<file path="config.mk">
export PLATFORM = sky130hd
export DESIGN_NAME = led_uart_tx_flat
export DESIGN_NICKNAME = d
export VERILOG_FILES = /design/src/rtl/led_uart_tx_if.sv /design/src/rtl/led_uart_tx.sv /design/src/flat_wrapper.sv
export SDC_FILE = /design/constraint.sdc
export NUM_CORES = 1
export LEC_CHECK = 0
export ABC_CLOCK_PERIOD_IN_PS = 3400
export CAP_MARGIN = 20
export CORE_UTILIZATION = 40
export CTS_CLUSTER_SIZE = 25
export DETAILED_ROUTE_END_ITERATION = 12
export SLEW_MARGIN = 20
export SYNTH_ARGS = -nofsm -noshare
export SYNTH_HDL_FRONTEND = slang
export SYNTH_SLANG_ARGS = --single-unit
</file>
<file path="constraint.sdc">
create_clock -name clk -period 3.4 [get_ports clk]
set_input_delay 1.02 -clock clk [delete_from_list [all_inputs] [get_ports clk]]
set_output_delay 1.02 -clock clk [all_outputs]
set_load 0.02 [all_outputs]
</file>
<file path="src/rtl/led_uart_tx_if.sv">
// Write-side and line-side signals of the LED UART transmitter.
// Latency: n/a (signal bundle only).
// Backpressure: full tells the writer to hold off; writes while full are dropped and flagged.
interface led_uart_tx_if;
    logic       wr_en;
    logic [7:0] wr_data;
    logic       full;
    logic       overflow;
    logic       busy;
    logic       tx;

    modport master (
        output wr_en,
        output wr_data,
        input  full,
        input  overflow,
        input  busy,
        input  tx
    );

    modport slave (
        input  wr_en,
        input  wr_data,
        output full,
        output overflow,
        output busy,
        output tx
    );
endinterface

</file>
<file path="src/rtl/led_uart_tx.sv">
// 8N1 UART transmitter fed by a small byte FIFO written from a CPU store strobe.
// Latency: write into empty FIFO while idle -> start bit on the next edge; frame = 10*CLKS_PER_BIT cycles.
// Backpressure: registered full; a write while full is dropped and sets sticky overflow.
module led_uart_tx #(
    parameter int CLKS_PER_BIT = 868,
    parameter int DEPTH        = 4
) (
    input  logic         clk,
    input  logic         rst,
    led_uart_tx_if.slave bus
);

    localparam int CNT_W = (CLKS_PER_BIT > 1) ? $clog2(CLKS_PER_BIT) : 1;
    localparam int PTR_W = $clog2(DEPTH);

    typedef enum logic [1:0] {IDLE, START, DATA, STOP} state_t;

    state_t             state_q, state_d;
    logic [CNT_W-1:0]   cnt_q, cnt_d;
    logic [2:0]         bit_q, bit_d;
    logic [7:0]         shift_q, shift_d;
    logic               tx_q, tx_d;
    logic               pop;

    logic [7:0]         mem_q [DEPTH];
    logic [PTR_W-1:0]   wptr_q, rptr_q;
    logic [PTR_W:0]     count_q, count_d;
    logic               full_q, ovf_q;
    logic               wr_acc;
    logic               bit_end;
    logic               not_empty;

    // A write is taken only when the registered full flag is clear, regardless of a same-cycle pop.
    assign wr_acc    = bus.wr_en && !full_q;
    assign bit_end   = (cnt_q == CNT_W'(CLKS_PER_BIT - 1));
    assign not_empty = (count_q != '0);

    // Occupancy next-state: simultaneous push and pop leave the count unchanged.
    always_comb begin
        count_d = count_q;
        case ({wr_acc, pop})
            2'b10:   count_d = count_q + (PTR_W+1)'(1);
            2'b01:   count_d = count_q - (PTR_W+1)'(1);
            default: count_d = count_q;
        endcase
    end

    // FIFO storage; contents need no reset because count gates every read.
    always_ff @(posedge clk) begin
        if (!rst && wr_acc) begin
            mem_q[wptr_q] <= bus.wr_data;
        end
    end

    // FIFO pointers, occupancy and status flags.
    always_ff @(posedge clk) begin
        if (rst) begin
            wptr_q  <= '0;
            rptr_q  <= '0;
            count_q <= '0;
            full_q  <= 1'b0;
            ovf_q   <= 1'b0;
        end else begin
            if (wr_acc) wptr_q <= wptr_q + PTR_W'(1);
            if (pop)    rptr_q <= rptr_q + PTR_W'(1);
            count_q <= count_d;
            full_q  <= (count_d == (PTR_W+1)'(DEPTH));
            if (bus.wr_en && full_q) ovf_q <= 1'b1;
        end
    end

    // Transmit FSM state and datapath registers.
    always_ff @(posedge clk) begin
        if (rst) begin
            state_q <= IDLE;
            cnt_q   <= '0;
            bit_q   <= '0;
            shift_q <= '0;
            tx_q    <= 1'b1;
        end else begin
            state_q <= state_d;
            cnt_q   <= cnt_d;
            bit_q   <= bit_d;
            shift_q <= shift_d;
            tx_q    <= tx_d;
        end
    end

    // Next-state logic. The shift register is loaded at pop time, so later writes cannot disturb
    // the byte in flight; a pop at the end of STOP chains frames with no idle gap.
    always_comb begin
        state_d = state_q;
        cnt_d   = cnt_q;
        bit_d   = bit_q;
        shift_d = shift_q;
        tx_d    = tx_q;
        pop     = 1'b0;
        case (state_q)
            IDLE: begin
                tx_d  = 1'b1;
                cnt_d = '0;
                if (not_empty) begin
                    pop     = 1'b1;
                    shift_d = mem_q[rptr_q];
                    tx_d    = 1'b0;
                    state_d = START;
                end
            end
            START: begin
                cnt_d = cnt_q + CNT_W'(1);
                if (bit_end) begin
                    cnt_d   = '0;
                    bit_d   = '0;
                    tx_d    = shift_q[0];
                    state_d = DATA;
                end
            end
            DATA: begin
                cnt_d = cnt_q + CNT_W'(1);
                if (bit_end) begin
                    cnt_d = '0;
                    if (bit_q == 3'd7) begin
                        tx_d    = 1'b1;
                        state_d = STOP;
                    end else begin
                        bit_d   = bit_q + 3'd1;
                        shift_d = {1'b0, shift_q[7:1]};
                        tx_d    = shift_q[1];
                    end
                end
            end
            STOP: begin
                cnt_d = cnt_q + CNT_W'(1);
                if (bit_end) begin
                    cnt_d = '0;
                    if (not_empty) begin
                        pop     = 1'b1;
                        shift_d = mem_q[rptr_q];
                        tx_d    = 1'b0;
                        state_d = START;
                    end else begin
                        state_d = IDLE;
                    end
                end
            end
            default: state_d = IDLE;
        endcase
    end

    assign bus.tx       = tx_q;
    assign bus.full     = full_q;
    assign bus.overflow = ovf_q;
    assign bus.busy     = (state_q != IDLE) || not_empty;

endmodule

</file>
<file path="src/flat_wrapper.sv">
// flat-port wrapper written by rule: the top's interface ports become plain ports
module led_uart_tx_flat 
#(
    parameter int CLKS_PER_BIT = 868,
    parameter int DEPTH        = 4
)
  (clk, rst, bus_wr_en, bus_wr_data, bus_full, bus_overflow, bus_busy, bus_tx);
  led_uart_tx_if bus_i ();
  input  logic clk;
  input  logic rst;
  input wire logic [$bits(bus_i.wr_en)-1:0] bus_wr_en;
  input wire logic [$bits(bus_i.wr_data)-1:0] bus_wr_data;
  output wire logic [$bits(bus_i.full)-1:0] bus_full;
  output wire logic [$bits(bus_i.overflow)-1:0] bus_overflow;
  output wire logic [$bits(bus_i.busy)-1:0] bus_busy;
  output wire logic [$bits(bus_i.tx)-1:0] bus_tx;
  assign bus_i.wr_en = bus_wr_en;
  assign bus_i.wr_data = bus_wr_data;
  assign bus_full = bus_i.full;
  assign bus_overflow = bus_i.overflow;
  assign bus_busy = bus_i.busy;
  assign bus_tx = bus_i.tx;
  led_uart_tx #(.CLKS_PER_BIT(CLKS_PER_BIT), .DEPTH(DEPTH)) u_core (.clk(clk), .rst(rst), .bus(bus_i));
endmodule
</file>
==> impl_metrics.yaml <==
final_layout:
  multi_input_area_um2: 1220
  fin_cells: 373
  seq_area_um2: 1660
  final_cell_area_um2: 3380
  finalCoreUtilization_pct: 46.8
  drive_above_1_share_pct: 12.4
  syn_to_final_growth_pct: 13.7
  n_antenna_cell: 0
  n_fill_cell: 685
  final_nets: 294
critical_path:
  crit_path_cell_trace: "inv_1, ha_1, nand2_1, clkdlybuf4s50_1"
  r2r_end: "u_core.bus.full$_SDFF_PP0_"
  path_class: "register to primary output"
  critPathSlowestCell: "clkdlybuf4s50_1"
  end_kind: "primary output"
  slowest_delay_ps: 590
  r2r_slack_ps: 810
  crit_family: "buffers and inverters"
  critPathBufInv: 2
  cp_max_fo: 5
  crit_cells: 4
  start_kind: "register"
  regToRegStartpoint: "u_core.cnt_q[0]$_SDFF_PP0_"
  cp.required_ps: 2380
  r2r_cells: 11
  crit_arrival_ps: 1740
place:
  place_inst: 357
  place_area_um2: 3200
  gp_congestion: 0.757
  place_hpwl_um: 3460
  port_buffers: 14
sta:
  setup_violations: 0
  rsz0062_at_grt: "no"
  max_slew_margin_pct: 48.7
  tns_ps: 0
  worst_pin_slew_ps: 769
  fmax_mhz: 363
  hold_viol: 0
  period_share_pct: 81.1
  holdWs_ps: 462
  skew_ps: 9.14
  report.final.slew_viol_count: 0
  finalCriticalPeriod_ps: 2760
cts:
  clk_latency_ps: 340
  clock-sinks: 67
  post_cts_resized: 0
  cts_tree: "yes"
  path_clk_slew_ps: 80
  postCtsSetupBuffers: 0
  cts-htree-levels: 3
  cts_buffer_depth: 2
  cts-root-buf: "clkbuf_8"
  cts_buffers: 9
  holdBufCountCts: 0
global_route:
  grt_pass1_wl_um: 8420
  grt_usage_pct: 14.7
  grt_pass1_vias: 1777
  antenna_found_initial: 0
  grt_start_max_net_pins: 19
  grt.overflow.total: 0
synthesis:
  synth_xor_area_share_pct: 2.95
  ys_top_cells_by_count: "dfxtp_1, edfxtp_1, a21oi_1"
  avgSynthCellArea_um2: 11.8
  synthFlopType: "dfxtp_1"
  ys_warn_count: 0
  synth_top_family_by_area: "simple AND/OR/NAND/NOR gates"
  synthesis.area_um2: 2970
  synth.most_common_cell: "dfxtp_1"
  synth.distinct_cells: 41
  synth-edff-count: 32
  yosys.area.top_type: "edfxtp_1"
  netlist.area_leader.share_pct: 32.3
  synth_compound_area_share_pct: 10.4
  ys_seq_area_share_pct: 55.9
  synth-async-reset-ratio_pct: 0
  synth-simple-area-share_pct: 13.3
  synth.area.mux_share_pct: 8.42
  synthCells: 252
  synth-seq-cells: 67
  syn_nets: 277
  synth_fa_ha_area_share_pct: 6.15
  synth_area_leaders: "edfxtp_1, dfxtp_1, mux4_2"
power_and_ir_drop:
  p_leak_uw: 0.00110
  power_density_nw_per_um2: 758
  peakVddDrop_mv: 0.353
drt:
  drc_errors: 0
  drt-wirelength-per-cell_um: 13.5
  drt_wl_total_um: 5020
  first_pass_iters: 4
  first_iter_violations: 83
  num_vias: 1872
  via_per_inst: 5.02
  ant_nets: 0
worst_hold_path:
  hold_end: "u_core.cnt_q[0]$_SDFF_PP0_"
  hold_path.startpoint: "u_core.cnt_q[0]$_SDFF_PP0_"
  hp-class: "register to register"
  min_path_cells: 1
die:
  dieArea_um2: 7780
  start_util_pct: 41.2
  die_width_um: 88.2
  num_rows: 31
  dieHeight_um: 88.2
  io_pins: 15
  core_um2: 7210
flow_run:
  drv_cap: 0
outcome:
  outcome: "complete, no violations"
## area by class of cell
class                   instances  share of cell area (%)
multi-input cells             165                    36.2
clock inverters                 7                    1.59
repair buffers                 16                    4.59
inverters                      10                    1.11
clock buffers                   9                    3.67
well taps                      99                    3.67
flip-flops and latches         67                    49.2
## state kept, by name, summed over array words and instances (netlist names), named ones only
name                 cells
u_core.bus.overflow      1
u_core.cnt_q            10
u_core.state_q           2
u_core.bus.tx            1
u_core.bit_q             3
u_core.bus.full          1
u_core.mem_q            32
u_core.count_q           3
u_core.shift_q           8
u_core.wptr_q            2
u_core.rptr_q            2
## metal layers
layer / global-route usage, % / wire length, um / vias up / share of wire (%)
met3: 3.77 / 120 / 8 / 2.4
met4: 7.48 / 79 / 0 / 1.6
met5: 0 / 0 / - / 0
met1: 18.3 / 2370 / 894 / 47
met2: 23.5 / 2450 / 23 / 49
li1: - / - / 947 / -
## through the flow
step	setup WS [ps]	power [uW]
2_1_floorplan	975	1800
3_3_place_gp	441	1980
3_5_place_dp	399	2000
4_1_cts	614	2590
5_1_grt	553	2760
6_report	641	2560
## kinds of logic after synthesis
| kind of cell | Yosys count |
|---|---|
| compound gates | 50 |
| fa+ha+maj | 14 |
| simple gates | 76 |
| mux | 15 |
| buf+inv | 20 |
| xor+xnor | 10 |
| flops | 67 |
## placed cells by master (no fill, tap or decap), types with 2 or more instances in the layout
cell type,netlist,layout
xor2_1,4,4
clkbuf_8,0,9
clkinv_4,0,2
or2_0,2,2
clkdlybuf4s50_1,0,14
xnor2_1,6,6
a211oi_1,2,2
nand2_1,18,18
edfxtp_1,32,32
mux4_2,8,8
a31o_2,2,2
clkinvlp_4,0,3
a31oi_1,2,2
a21oi_1,23,23
nor3_1,5,5
inv_1,10,10
ha_1,13,13
o21ai_0,12,12
nand3_1,3,3
or3_1,11,11
nor2b_1,4,4
dfxtp_1,35,35
buf_4,0,2
nor2_1,20,20
and2_1,5,5
mux2i_1,7,7
o31ai_1,2,2
## report_power, final
part	switching, uW	leakage [uW]	internal, uW
logic	497	0.000451	404
registers	99.5	0.000576	975
clock network	318	0.0000780	267
total	915	0.00110	1650
## worst max-delay path by stage
| stage | slack, ps | startpoint | to |
|---|---|---|---|
| 2_1_floorplan | 980 | bus_wr_en | u_core.bus.full$_SDFF_PP0_ |
| 3_3_place_gp | 440 | bus_wr_en | u_core.bus.full$_SDFF_PP0_ |
| 3_5_place_dp | 400 | bus_wr_en | u_core.bus.full$_SDFF_PP0_ |
| 4_1_cts | 610 | u_core.state_q[0]$_SDFFE_PP0P_ | bus_busy |
| 5_1_grt | 550 | u_core.state_q[1]$_SDFFE_PP0P_ | bus_busy |
| 6_report | 640 | u_core.state_q[0]$_SDFFE_PP0P_ | bus_busy |
No activity file was read; power rests on OpenSTA's default activity.
